$ cat src/rtl/s2mm_cmd_arbiter.sv
// Shares one S2MM datamover between two requesters; commands go out one cycle after the grant, and statuses route back combinationally in issue order.
// Backpressure: requesters stall while a command is held or the ID FIFO is full; status stalls while the FIFO is empty or the head requester's status port is not ready.

module sync_fifo #(
    parameter int WIDTH = 1,
    parameter int DEPTH = 4
) (
    input  logic                     clk,
    input  logic                     rst,
    input  logic                     push_vld,
    input  logic [WIDTH-1:0]         push_dat,
    input  logic                     pop_vld,
    output logic [WIDTH-1:0]         head_dat,
    output logic                     empty,
    output logic                     full,
    output logic [$clog2(DEPTH):0]   count
);
    localparam int AW = $clog2(DEPTH);

    logic [WIDTH-1:0] mem [DEPTH];
    logic [AW-1:0]    wr_ptr;
    logic [AW-1:0]    rd_ptr;

    always_ff @(posedge clk) begin
        if (rst) begin
            wr_ptr <= '0;
            rd_ptr <= '0;
            count  <= '0;
        end else begin
            if (push_vld)
                wr_ptr <= wr_ptr + AW'(1);
            if (pop_vld)
                rd_ptr <= rd_ptr + AW'(1);
            count <= count + (AW+1)'(push_vld) - (AW+1)'(pop_vld);
        end
    end

    always_ff @(posedge clk) begin
        if (push_vld)
            mem[wr_ptr] <= push_dat;
    end

    assign head_dat = mem[rd_ptr];
    assign empty    = (count == '0);
    assign full     = (count == (AW+1)'(DEPTH));
endmodule

module s2mm_cmd_arbiter #(
    parameter int OUTSTANDING_MAX = 4
) (
    input  logic        clk,
    input  logic        rst,
    input  logic [71:0] s_axis_cmd0_tdata,
    input  logic        s_axis_cmd0_tvalid,
    output logic        s_axis_cmd0_tready,
    input  logic [71:0] s_axis_cmd1_tdata,
    input  logic        s_axis_cmd1_tvalid,
    output logic        s_axis_cmd1_tready,
    output logic [71:0] m_axis_s2mm_cmd_tdata,
    output logic        m_axis_s2mm_cmd_tvalid,
    input  logic        m_axis_s2mm_cmd_tready,
    input  logic [7:0]  s_axis_s2mm_sts_tdata,
    input  logic        s_axis_s2mm_sts_tvalid,
    output logic        s_axis_s2mm_sts_tready,
    output logic [7:0]  m_axis_sts0_tdata,
    output logic        m_axis_sts0_tvalid,
    input  logic        m_axis_sts0_tready,
    output logic [7:0]  m_axis_sts1_tdata,
    output logic        m_axis_sts1_tvalid,
    input  logic        m_axis_sts1_tready,
    output logic [4:0]  outstanding_cnt,
    output logic        err_flag
);
    typedef enum logic {IDLE, ISSUE} state_t;

    state_t      state;
    logic        last_grant;
    logic        cmd_id;
    logic [71:0] cmd_dat;

    logic        gnt0;
    logic        gnt1;
    logic        cmd_rdy;
    logic        cmd_hs;
    logic        sts_hs;
    logic        head_id;
    logic        id_empty;
    logic        id_full;
    logic [$clog2(OUTSTANDING_MAX):0] id_cnt;

    // Tie goes to whoever did not win last; a lone requester always wins.
    assign gnt0    = s_axis_cmd0_tvalid & (~s_axis_cmd1_tvalid | last_grant);
    assign gnt1    = s_axis_cmd1_tvalid & (~s_axis_cmd0_tvalid | ~last_grant);
    // Grant only in IDLE, so a full ID FIFO is the only room limit here.
    assign cmd_rdy = (state == IDLE) & ~id_full & ~rst;

    assign s_axis_cmd0_tready     = cmd_rdy & gnt0;
    assign s_axis_cmd1_tready     = cmd_rdy & gnt1;
    assign m_axis_s2mm_cmd_tvalid = (state == ISSUE) & ~rst;
    assign m_axis_s2mm_cmd_tdata  = cmd_dat;
    assign cmd_hs                 = m_axis_s2mm_cmd_tvalid & m_axis_s2mm_cmd_tready;

    always_ff @(posedge clk) begin
        if (rst) begin
            state      <= IDLE;
            last_grant <= 1'b1;
            cmd_id     <= 1'b0;
            cmd_dat    <= '0;
            err_flag   <= 1'b0;
        end else begin
            case (state)
                IDLE: begin
                    if (s_axis_cmd0_tready | s_axis_cmd1_tready) begin
                        state      <= ISSUE;
                        cmd_dat    <= gnt0 ? s_axis_cmd0_tdata : s_axis_cmd1_tdata;
                        cmd_id     <= gnt1;
                        last_grant <= gnt1;
                    end
                end
                ISSUE: begin
                    if (cmd_hs)
                        state <= IDLE;
                end
                default: state <= IDLE;
            endcase
            if (sts_hs && (!s_axis_s2mm_sts_tdata[7] || (|s_axis_s2mm_sts_tdata[6:4])))
                err_flag <= 1'b1;
        end
    end

    sync_fifo #(
        .WIDTH (1),
        .DEPTH (OUTSTANDING_MAX)
    ) u_id_fifo (
        .clk      (clk),
        .rst      (rst),
        .push_vld (cmd_hs),
        .push_dat (cmd_id),
        .pop_vld  (sts_hs),
        .head_dat (head_id),
        .empty    (id_empty),
        .full     (id_full),
        .count    (id_cnt)
    );

    assign s_axis_s2mm_sts_tready = ~id_empty & ~rst &
                                    (head_id ? m_axis_sts1_tready : m_axis_sts0_tready);
    assign sts_hs             = s_axis_s2mm_sts_tvalid & s_axis_s2mm_sts_tready;
    assign m_axis_sts0_tvalid = s_axis_s2mm_sts_tvalid & ~id_empty & ~head_id & ~rst;
    assign m_axis_sts1_tvalid = s_axis_s2mm_sts_tvalid & ~id_empty & head_id & ~rst;
    assign m_axis_sts0_tdata  = s_axis_s2mm_sts_tdata;
    assign m_axis_sts1_tdata  = s_axis_s2mm_sts_tdata;
    assign outstanding_cnt    = 5'(id_cnt);
endmodule

$ cat config.mk
export PLATFORM = sky130hd
export DESIGN_NAME = s2mm_cmd_arbiter
export DESIGN_NICKNAME = d
export VERILOG_FILES = /design/src/rtl/s2mm_cmd_arbiter.sv
export SDC_FILE = /design/constraint.sdc
export NUM_CORES = 1
export LEC_CHECK = 0
export BUFFER_PORTS_ARGS = -buffer_cell sky130_fd_sc_hd__buf_4
export CAP_MARGIN = 20
export CORE_MARGIN = 10
export CORE_UTILIZATION = 46
export CTS_BUF_LIST = sky130_fd_sc_hd__clkbuf_16
export DETAILED_ROUTE_END_ITERATION = 10
export PLACE_DENSITY_LB_ADDON = 0.15
export SYNTH_ARGS = -nofsm -noshare
export SYNTH_HDL_FRONTEND = slang
export SYNTH_SLANG_ARGS = --single-unit
$ cat constraint.sdc
create_clock -name clk -period 4.35 [get_ports clk]
set_clock_uncertainty 0.05 [all_clocks]
set_input_delay 0.2175 -clock clk [delete_from_list [all_inputs] [get_ports clk]]
set_output_delay 0.2175 -clock clk [all_outputs]
set_load 0.01 [all_outputs]
==> summary.txt, run 1 <==
========================================================================================
Result of the run                                                              completed
H-tree level count                                                                     3
Worst Max-Slew Pin Slew                                                         0.930 ns
Synthesized flop and latch total                                                      89
Area Overhead vs Synth                                                             48.9%
Largest net degree at the start of global routing                                     89
Area after DPL                                                                 5870 um^2
Count of synthesis-stage warnings from yosys                                           0
Combined global-route utilization of all metal layers                              17.9%
Achievable Freq                                                                  352 MHz
Ports placed on the boundary                                                         260
HP Class                                                                       in -> reg
First-pass detailed-route iteration total                                              4
Number of endpoints with negative hold slack in the final report                       0
Post-Synthesis Cells                                                                 427
Row count                                                                             34
Clock Tree Buf Depth                                                                   2
Overall die area                                                             13,200 um^2
Setup repair after global routing missed its margin                                false
Via count of the first global-routing pass                                         3,858
Sequential share of the synthesized area                                           44.1%
Average routed wire per standard cell                                            16.9 um
Category of the most critical setup path                                      reg -> reg
Tmin final                                                                       2.84 ns
Worst supply voltage drop on vdd                                                0.170 mV
Worst setup startpoint                                                      u_id_fifo.mem[3]$_DFFE_PP_
Mean post-synth cell area                                                      9.68 um^2
Ys flop type                                                                sky130_fd_sc_hd__dfxtp_1
Setup Fix Bufs, Post-CTS                                                               0
Vias post-DR                                                                       3,798
Portion of the clock cycle consumed by the worst path in the final layout          65.4%
Max_slew headroom                                                                  38.0%
Reg-to-reg slack, setup                                                          1.51 ns
Number of enable flip-flop cells after synthesis                                       4
Grt total ovfl                                                                         0
Reported max-cap violation count                                                       0
Cell Count, Final, Fillers Out                                                       748
Global-route wire length before repair                                           19.3 mm
Number of buffers created by CTS                                                       9
Routed Wire Length                                                               12.6 mm
Number of antenna violations at the first check in global routing                      0
PwrDens                                                                      382 nW/um^2
Nature of the critical path startpoint                                         flip-flop
Commonest cells in the synthesized netlist                                  sky130_fd_sc_hd__dfxtp_1 (85), sky130_fd_sc_hd__nor2_1 (80), sky130_fd_sc_hd__mux2i_1 (76), sky130_fd_sc_hd__a211oi_1 (73), sky130_fd_sc_hd__buf_4 (20)
Antenna diode count                                                                    0
Filler instances                                                                     681
Initial Util                                                                       47.4%
Kind of end point of the critical path                                         flip-flop
Setup Slack @ Placement                                                          1.50 ns
Clock network latency to the later pin of the worst-skew pair                    0.33 ns
Worst-case setup margin in the final layout                                      1.51 ns
Hold buffer count at CTS                                                               0
Floorplan die width                                                               115 um
Cell area after synthesis                                                      4130 um^2
Area of the placeable core                                                     8720 um^2
Vertical die dimension                                                            115 um
Setup Total Neg Slack                                                               0 ns
CP required                                                                      4.48 ns
Leakage power summed over all cells                                              2.99 nW
Arrival time worst endpoint                                                      2.98 ns
Count of different cell masters after synthesis                                       33
Post-cts gate resize count                                                             0
Worst Reg2Reg Path Length in Cells                                                    11
Critical Path Fanout Max                                                               4
Area of combinational cells with multiple inputs                               2000 um^2
CTS Sinks                                                                             89
Post-detailed-route via-to-cell ratio                                               5.08
Async S/R FF share, synth                                                             0%
Reg-to-Reg End                                                              u_id_fifo.count[2]$_SDFF_PP0_
Post-route standard cell area excluding fillers                                6150 um^2
Most instantiated library cell after synthesis                              sky130_fd_sc_hd__dfxtp_1
Cell taking the most area after synthesis                                   sky130_fd_sc_hd__dfxtp_1
Placed instance count                                                                732
Storage element area                                                           1820 um^2
Post-DRT Antenna Nets                                                                  0
Clock-pin slew of the registers on the worst-case setup and hold paths           0.06 ns
Drt initial violations                                                               147
Total number of nets in the final design                                             802
Dominant cells by area after synthesis                                      sky130_fd_sc_hd__dfxtp_1 (41%), sky130_fd_sc_hd__mux2i_1 (18%), sky130_fd_sc_hd__a211oi_1 (13%), sky130_fd_sc_hd__nor2_1 (7.3%), sky130_fd_sc_hd__buf_4 (3.6%)
Fraction of final layout cells with drive strength greater than 1                  41.7%
Setup violators final                                                                  0
Top-area cell type share of the netlist area                                       41.2%
Post-route DRC violation count                                                         0
IO buf count                                                                         245
Half-perimeter wire length after detailed placement                              10.2 mm
Worst hold path stage count                                                            3
Crit Reg-Reg Startpoint                                                     u_id_fifo.mem[3]$_DFFE_PP_
GP Congestion                                                                      0.783
CTS tree                                                                           built
Clock root buffer master                                                    sky130_fd_sc_hd__clkbuf_16
Slew Limit Fails                                                                       0
Critical path destination                                                   u_id_fifo.count[2]$_SDFF_PP0_
========================================================================================
[worst max-delay path, cell delays in order (launching register included)]
cell	delay, ns
sky130_fd_sc_hd__edfxtp_1	0.37
sky130_fd_sc_hd__mux4_2	0.53
sky130_fd_sc_hd__mux2_2	0.32
sky130_fd_sc_hd__nand2_1	0.14
sky130_fd_sc_hd__inv_1	0.06
sky130_fd_sc_hd__ha_1	0.26
sky130_fd_sc_hd__inv_1	0.04
sky130_fd_sc_hd__ha_1	0.18
sky130_fd_sc_hd__fa_1	0.37
sky130_fd_sc_hd__xnor2_1	0.18
sky130_fd_sc_hd__xnor2_1	0.15
sky130_fd_sc_hd__nor2_1	0.05
[state kept, by name (all words and copies together) (netlist names), named ones only]
signal                 cells
m_axis_s2mm_cmd_tdata     72
u_id_fifo.mem              4
u_id_fifo.count            3
u_id_fifo.rd_ptr           2
u_id_fifo.wr_ptr           2
cmd_id                     1
err_flag                   1
last_grant                 1
state                      1
[worst min-delay path by stage]
stage	start	end	slack (ns)
2_1_floorplan	s_axis_cmd1_tvalid	cmd_id$_SDFFE_PP0P_	0.33
3_3_place_gp	s_axis_s2mm_sts_tdata[0]	m_axis_sts1_tdata[0]	0.39
3_5_place_dp	s_axis_s2mm_sts_tdata[0]	m_axis_sts1_tdata[0]	0.39
4_1_cts	s_axis_cmd1_tvalid	cmd_id$_SDFFE_PP0P_	0.12
5_1_grt	s_axis_cmd1_tvalid	cmd_id$_SDFFE_PP0P_	0.17
6_report	s_axis_cmd1_tvalid	cmd_id$_SDFFE_PP0P_	0.14
[through the flow]
stage               util [%]  power [mW]  hold WS, ns
global route            70.5        2.48        0.167
detailed placement      67.3        1.64        0.385
finish                  70.5        2.35        0.136
global placement        67.3        1.63        0.385
CTS                     70.5        2.38        0.125
floorplan                  -        1.33        0.334
[logic make-up after synthesis]
| logic type | share of synthesized area [%] |
|---|---|
| AND/OR/NAND/NOR | 10.1 |
| flip-flops | 44.1 |
| AO/OA/AOI/OAI | 15.6 |
| multiplexers | 19.2 |
| buffers and inverters | 7.90 |
| adder cells (fa/ha/maj) | 2.30 |
| XOR/XNOR | 0.636 |
| other | 0.0908 |
[metal layers]
layer	routed length [um]	part of all wire, %	GRT usage [%]
met4	224	1.8	6.60
met1	4830	38	19.6
met3	1520	12	8.75
met2	6050	48	29.6
met5	0	0	0
[power breakdown]
group,internal [mW],switching [mW]
combinational,0.332,0.306
clock,0.438,0.298
sequential,0.920,0.0586
total,1.69,0.662
[layout make-up]
cell class	count	area share, %
multi-input cells	275	32.5
flip-flops and latches	89	29.6
repair buffers	249	30.4
clock inverters	7	0.997
inverters	11	0.671
well taps	108	2.20
clock buffers	9	3.66
[layout by cell type, fill, tap and decap left out, drive strengths merged, types with 2 or more instances in the layout]
cell,instances
nor2b,3
edfxtp,4
clkbuf,9
and3,4
nor2,80
xnor2,3
dfxtp,85
and2,2
nand2,8
ha,6
clkinv,4
mux2i,76
nor3,2
a21oi,2
buf,249
conb,2
inv,11
a2111oi,2
a211oi,73
clkinvlp,2
Note: power is estimated with default switching activity, not from simulation.
==> run 2: changes to the inputs <==
--- a/config.mk
+++ b/config.mk
@@ -8,7 +8,7 @@
 export BUFFER_PORTS_ARGS = -buffer_cell sky130_fd_sc_hd__buf_4
 export CAP_MARGIN = 20
 export CORE_MARGIN = 10
-export CORE_UTILIZATION = 46
+export CORE_UTILIZATION = 39
 export CTS_BUF_LIST = sky130_fd_sc_hd__clkbuf_16
 export DETAILED_ROUTE_END_ITERATION = 10
 export PLACE_DENSITY_LB_ADDON = 0.15
==> constraint.sdc (replaced) <==
create_clock -name clk -period 2.45 [get_ports clk]
set_clock_uncertainty 0.05 [all_clocks]
set_input_delay 0.1225 -clock clk [delete_from_list [all_inputs] [get_ports clk]]
set_output_delay 0.1225 -clock clk [all_outputs]
set_load 0.01 [all_outputs]
==> run 2 against run 1 <==
  * The flow now finishes with violations (setup timing)
  * Sequential cell count unchanged
  * Via count increased by 0.76%
  * Total power increased by 77%
  * Setup slack got worse by 1.7 ns
  * Cell area increased by 3.2%
  * Largest power group unchanged
==> summary.txt, run 2 (synthesis gave the netlist of run 1 again) <==
========================================================================================
Clock-pin slew of the registers on the worst-case setup and hold paths           0.06 ns   about the same
Vertical die dimension                                                            123 um   +7.1%
Portion of the clock cycle consumed by the worst path in the final layout           106%   +41 points
End-of-flow core utilization                                                       61.5%   -9.1 points
Routed Wire Length                                                               13.0 mm   +3.0%
Ports placed on the boundary                                                         260   unchanged
Half-perimeter wire length after detailed placement                              10.4 mm   +1.9%
Grt total ovfl                                                                         0   unchanged
CP delay by family, top                                                     multiplexers
Number of antenna violations at the first check in global routing                      0   unchanged
Category of the most critical setup path                                      reg -> reg
Filler instances                                                                     883   +30%
IO buf count                                                                         245   unchanged
PwrDens                                                                      656 nW/um^2   +72%
Initial Util                                                                       40.0%   -7.4 points
Highest-count cells in the layout ignoring fill and taps                    sky130_fd_sc_hd__buf_4 (253), sky130_fd_sc_hd__dfxtp_1 (84), sky130_fd_sc_hd__nor2_1 (80)
Worst Max-Slew Pin Slew                                                         0.640 ns   -0.291 ns
Row count                                                                             37   +8.8%
Reported max-cap violation count                                                       0   unchanged
GP Congestion                                                                      0.813   +3.8%
Storage element area                                                           1820 um^2   about the same
Worst-case setup margin in the final layout                                    -0.158 ns   -1.66 ns
Setup Slack @ Placement                                                        -0.198 ns   -1.69 ns
Number of flip-flops in the largest register                                          72   unchanged
Setup repair after global routing missed its margin                                 true
Average routed wire per standard cell                                            16.6 um   -1.8%
CP peak stage delay                                                              0.50 ns   -0.03 ns
Most numerous cell on the critical path                                     sky130_fd_sc_hd__ha_4
Overall die area                                                             15,100 um^2   +15%
CTS Sinks                                                                             89   unchanged
Clock network latency to the later pin of the worst-skew pair                    0.33 ns   about the same
Leading cell type in the layout, fill and taps excluded                     sky130_fd_sc_hd__buf_4
Combined global-route utilization of all metal layers                              16.4%   -1.5 points
Area of the placeable core                                                   10,300 um^2   +18%
Crit Reg-Reg Startpoint                                                     u_id_fifo.mem[3]$_DFFE_PP_
Clock root buffer master                                                    sky130_fd_sc_hd__clkbuf_16
Total number of nets in the final design                                             810   +1.0%
Violated checks                                                             setup timing
Result of the run                                                           finished with violations
Floorplan die width                                                               123 um   +7.1%
Cell with the largest stage delay on the worst path                         sky130_fd_sc_hd__mux4_2
Post-route DRC violation count                                                         0   unchanged
Post-detailed-route via-to-cell ratio                                               4.88   -3.9%
Antenna diode count                                                                    0   unchanged
Clock Tree Buf Depth                                                                   2   unchanged
HP Class                                                                       in -> reg
H-tree level count                                                                     3   unchanged
CP required                                                                      2.61 ns   -1.87 ns
Placed instance count                                                                766   +4.6%
Max_slew headroom                                                                  56.3%   +18 points
Area of combinational cells with multiple inputs                               2060 um^2   +2.9%
Slew Limit Fails                                                                       0   unchanged
Global-route wire length before repair                                           19.8 mm   +3.0%
CTS tree                                                                           built
Tmin final                                                                       2.61 ns   -0.236 ns
CP cell instances                                                           mux4_2, mux2_4, nand2_4, inv_4, ha_4, inv_2, ha_4, fa_2, xnor2_2, xnor2_1, nor2_1
Number of endpoints with negative hold slack in the final report                       0   unchanged
Leakage power summed over all cells                                              3.06 nW   +2.5%
Arrival time worst endpoint                                                      2.77 ns   -0.21 ns
Via count of the first global-routing pass                                         3,867   +0.23%
Worst Path Buf+Inv                                                                     2   unchanged
Cell Count, Final, Fillers Out                                                       784   +4.8%
Nature of the critical path startpoint                                         flip-flop
Worst setup startpoint                                                      u_id_fifo.mem[3]$_DFFE_PP_
Area Overhead vs Synth                                                             53.6%
Start point of the worst min-delay path                                     s_axis_cmd1_tvalid
First-pass detailed-route iteration total                                              4   unchanged
Hold buffer count at CTS                                                               0   unchanged
Drt initial violations                                                               117   -20%
Post-DRT Antenna Nets                                                                  0   unchanged
Vias post-DR                                                                       3,827   +0.76%
Worst supply voltage drop on vdd                                                0.270 mV   +59%
Fraction of final layout cells with drive strength greater than 1                  43.5%   +1.8 points
Critical Path Fanout Max                                                               2   -2
Achievable Freq                                                                  383 MHz   +9.0%
Setup violators final                                                                  2   +2
Largest net degree at the start of global routing                                     98   +10%
Kind of end point of the critical path                                         flip-flop
Number of buffers created by CTS                                                       9   unchanged
========================================================================================
==> run 2: per-layer routing <==
layer / wire length (um) / global-route usage [%] / part of all wire (%)
met5: 0 / 0 / 0
met4: 122 / 5.38 / 0.94
met3: 1730 / 8.34 / 13
met2: 6290 / 27.2 / 48
met1: 4860 / 17.8 / 37
==> run 2: final cells by class <==
type / count / share of cell area, %
clock buffer: 10 / 3.94
clock inverter: 6 / 0.355
inverter: 11 / 0.690
multi-input combinational: 275 / 32.4
sequential: 89 / 28.7
tap: 136 / 2.68
timing repair buffer: 257 / 31.2
==> run 2: repair_timing <==
action	CTS	global route
pin swaps	4	2
gates resized for setup	0	2
buffers inserted	1	1
setup endpoints to repair	2	2
==> run 2: worst min-delay path, delay by kind of cell <==
family	cells	cell delay, ns
buf+inv	1	0.10
compound gates	1	0.09
simple gates	1	0.08
==> run 2: power breakdown <==
part	internal [mW]	total, mW	switching (mW)
clock	0.727	1.25	0.518
combinational	0.627	1.19	0.562
sequential	1.63	1.73	0.0948
total	2.99	4.16	1.18
==> run 2: worst paths after layout <==
check	slack [ns]	cells past startpoint	endpoint
setup / recovery	-0.16	11	u_id_fifo.count[2]$_SDFF_PP0_
hold / removal	0.06	3	cmd_id$_SDFFE_PP0P_
setup reg to reg	-0.16	11	u_id_fifo.count[2]$_SDFF_PP0_
hold reg to reg	0.43	1	u_id_fifo.rd_ptr[1]$_SDFFE_PP0P_
==> run 2: through the flow <==
| stage | instance area (um^2) | setup TNS, ns | power, mW | hold slack (ns) |
|---|---|---|---|---|
| 2_1_floorplan | 4190 | -0.151 | 2.37 | 0.239 |
| 3_3_place_gp | 6050 | -0.141 | 2.95 | 0.195 |
| 3_5_place_dp | 6050 | -0.271 | 2.97 | 0.195 |
| 4_1_cts | 6330 | -0.261 | 4.23 | 0.0484 |
| 5_1_grt | 6350 | -0.334 | 4.41 | 0.0808 |
| 6_report | 6350 | -0.195 | 4.16 | 0.0568 |
==> run 3: changes to the inputs <==
--- a/config.mk
+++ b/config.mk
@@ -7,7 +7,7 @@
 export LEC_CHECK = 0
 export BUFFER_PORTS_ARGS = -buffer_cell sky130_fd_sc_hd__buf_4
 export CAP_MARGIN = 20
-export CORE_MARGIN = 10
+export CORE_MARGIN = 2
 export CORE_UTILIZATION = 39
 export CTS_BUF_LIST = sky130_fd_sc_hd__clkbuf_16
 export DETAILED_ROUTE_END_ITERATION = 10
==> run 3 against run 2 <==
  * The run still ends with setup timing left
  * Clock power up 12%
  * First-iteration DRC count up 7.7%
  * Die area down 24%
  * Sequential cell count unchanged
  * Critical path depth unchanged
  * Sequential share of layout area down 0.21 points
  * Critical endpoint unchanged
  * Largest power group unchanged
==> summary.txt, run 3 (synthesis gave the netlist of run 1 again) <==
========================================================================================
Ports placed on the boundary                                                         260   unchanged
Start point of the worst min-delay path                                     s_axis_cmd1_tvalid
HP Class                                                                       in -> reg
Reg-to-Reg End                                                              u_id_fifo.count[2]$_SDFF_PP0_
Worst Path Buf+Inv                                                                     2   unchanged
Worst supply voltage drop on vdd                                                0.308 mV   +14%
Area of the placeable core                                                   10,300 um^2   unchanged
Largest net degree at the start of global routing                                     60   -39%
Placed instance count                                                                768   +0.26%
Category of the most critical setup path                                      reg -> reg
Achievable Freq                                                                  387 MHz   +1.0%
Area Overhead vs Synth                                                             54.7%
Setup repair after global routing missed its margin                                 true
Kind of end point of the critical path                                         flip-flop
Half-perimeter wire length after detailed placement                              8.19 mm   -21%
GP Congestion                                                                      0.714   -12%
Nature of the critical path startpoint                                         flip-flop
Routed Wire Length                                                               10.6 mm   -19%
Portion of the clock cycle consumed by the worst path in the final layout           105%   -1.1 points
Violated checks                                                             setup timing
Highest-count cells in the layout ignoring fill and taps                    sky130_fd_sc_hd__buf_4 (256), sky130_fd_sc_hd__dfxtp_1 (84), sky130_fd_sc_hd__nor2_1 (80)
Worst Reg2Reg Path Length in Cells                                                    11   unchanged
CTS tree                                                                           built
Clock network latency to the later pin of the worst-skew pair                    0.33 ns   about the same
Global-route wire length before repair                                           16.8 mm   -15%
CTS Sinks                                                                             89   unchanged
Number of buffers created by CTS                                                       9   unchanged
Storage element area                                                           1820 um^2   unchanged
Worst hold path stage count                                                            3   unchanged
Total number of nets in the final design                                             814   +0.49%
Grt total ovfl                                                                         0   unchanged
Floorplan die width                                                               107 um   -13%
Post-DRT Antenna Nets                                                                  0   unchanged
Tmin final                                                                       2.58 ns   -0.0259 ns
Cell Count, Final, Fillers Out                                                       788   +0.51%
Number of endpoints with negative hold slack in the final report                       0   unchanged
H-tree level count                                                                     3   unchanged
Via count of the first global-routing pass                                         3,597   -7.0%
Vertical die dimension                                                            107 um   -13%
Vias post-DR                                                                       3,790   -0.97%
End-of-flow core utilization                                                       61.9%   +0.45 points
Post-detailed-route via-to-cell ratio                                               4.81   -1.5%
Setup violators final                                                                  2   unchanged
Clock-pin slew of the registers on the worst-case setup and hold paths           0.06 ns   about the same
Row count                                                                             37   unchanged
CP cell instances                                                           mux4_2, mux2_4, nand2_4, inv_4, ha_4, inv_2, ha_4, fa_2, xnor2_2, xnor2_1, nor2_1
Leading cell type in the layout, fill and taps excluded                     sky130_fd_sc_hd__buf_4
Crit Reg-Reg Startpoint                                                     u_id_fifo.mem[3]$_DFFE_PP_
Leakage power summed over all cells                                              3.10 nW   +1.2%
Worst hold path endpoint                                                    cmd_id$_SDFFE_PP0P_
Filler instances                                                                     840   -4.9%
Result of the run                                                           finished with violations
Fraction of final layout cells with drive strength greater than 1                  43.6%   about the same
Clock Tree Buf Depth                                                                   2   unchanged
Overall die area                                                             11,400 um^2   -24%
PwrDens                                                                      674 nW/um^2   +2.7%
Number of antenna violations at the first check in global routing                      0   unchanged
Initial Util                                                                       40.0%   unchanged
Drt initial violations                                                               126   +7.7%
Reported max-cap violation count                                                       0   unchanged
Combined global-route utilization of all metal layers                              18.3%   +1.9 points
Reg-to-reg slack, setup                                                         -0.13 ns   +0.03 ns
CP delay by family, top                                                     multiplexers
Antenna diode count                                                                    0   unchanged
IO buf count                                                                         245   unchanged
Cell with the largest stage delay on the worst path                         sky130_fd_sc_hd__mux4_2
Most numerous cell on the critical path                                     sky130_fd_sc_hd__ha_4
Average routed wire per standard cell                                            13.4 um   -19%
CP required                                                                      2.63 ns   +0.02 ns
Number of flip-flops in the largest register                                          72   unchanged
Critical Path Fanout Max                                                               2   unchanged
Clock root buffer master                                                    sky130_fd_sc_hd__clkbuf_16
Post-route DRC violation count                                                         0   unchanged
First-pass detailed-route iteration total                                              4   unchanged
Arrival time worst endpoint                                                      2.76 ns   about the same
Worst-case setup margin in the final layout                                    -0.132 ns   +0.0259 ns
CP peak stage delay                                                              0.51 ns   about the same
Slew Limit Fails                                                                       0   unchanged
Worst Max-Slew Pin Slew                                                         0.623 ns   -0.0168 ns
Max_slew headroom                                                                  57.4%   +1.1 points
Area of combinational cells with multiple inputs                               2050 um^2   -0.36%
========================================================================================
-- run 3: worst max-delay path by stage --
| stage | from | end | cells after the start |
|---|---|---|---|
| finish | u_id_fifo.mem[3]$_DFFE_PP_ | u_id_fifo.count[2]$_SDFF_PP0_ | 11 |
| global route | u_id_fifo.mem[3]$_DFFE_PP_ | u_id_fifo.count[2]$_SDFF_PP0_ | 11 |
| CTS | u_id_fifo.mem[3]$_DFFE_PP_ | u_id_fifo.count[2]$_SDFF_PP0_ | 11 |
| detailed placement | u_id_fifo.mem[3]$_DFFE_PP_ | u_id_fifo.count[2]$_SDFF_PP0_ | 11 |
| global placement | u_id_fifo.mem[3]$_DFFE_PP_ | u_id_fifo.count[2]$_SDFF_PP0_ | 11 |
| floorplan | u_id_fifo.mem[3]$_DFFE_PP_ | u_id_fifo.count[2]$_SDFF_PP0_ | 11 |
-- run 3: what timing repair did --
action,in CTS,in global routing
endpoints found under the hold margin,3,0
hold buffers,2,0
endpoints found under the setup margin,2,3
pin swaps,1,1
setup buffers,1,1
resized for setup,0,1
-- run 3: final cells by class --
class	instances	share of cell area (%)
sequential	89	28.5
tap	136	2.66
clock inverter	7	1.23
timing repair buffer	261	31.3
inverter	11	0.685
multi-input combinational	275	32.1
clock buffer	9	3.52
-- run 3: worst min-delay path, delay by kind of cell --
| family | cells | cell delay, ns |
|---|---|---|
| AO/OA/AOI/OAI | 1 | 0.08 |
| buffers and inverters | 1 | 0.10 |
| AND/OR/NAND/NOR | 1 | 0.08 |
-- run 3: power breakdown --
part / switching, mW / internal (mW)
Sequential: 0.0963 / 1.63
Clock: 0.525 / 0.875
Combinational: 0.542 / 0.633
-- run 3: metal layers --
layer	global-route usage, %	up-vias	routed length [um]
met5	0	-	0
met4	7.51	0	174
met3	5.29	13	972
met2	31.3	163	5210
met1	21.6	1666	4230
li1	-	1948	-
-- run 3: metrics by stage --
stage                     power [mW]  setup slack (ns)  instance area, um^2  hold slack, ns  TNS (ns)
final                           4.31            -0.132                 6390          0.0417    -0.155
after global placement          2.92            -0.108                 6050           0.195    -0.108
after global routing            4.55            -0.203                 6390          0.0663    -0.290
after floorplan                 2.37            -0.145                 4190           0.239    -0.151
after detailed placement        2.95            -0.145                 6050           0.195    -0.168
after CTS                       4.36            -0.146                 6380          0.0278    -0.173
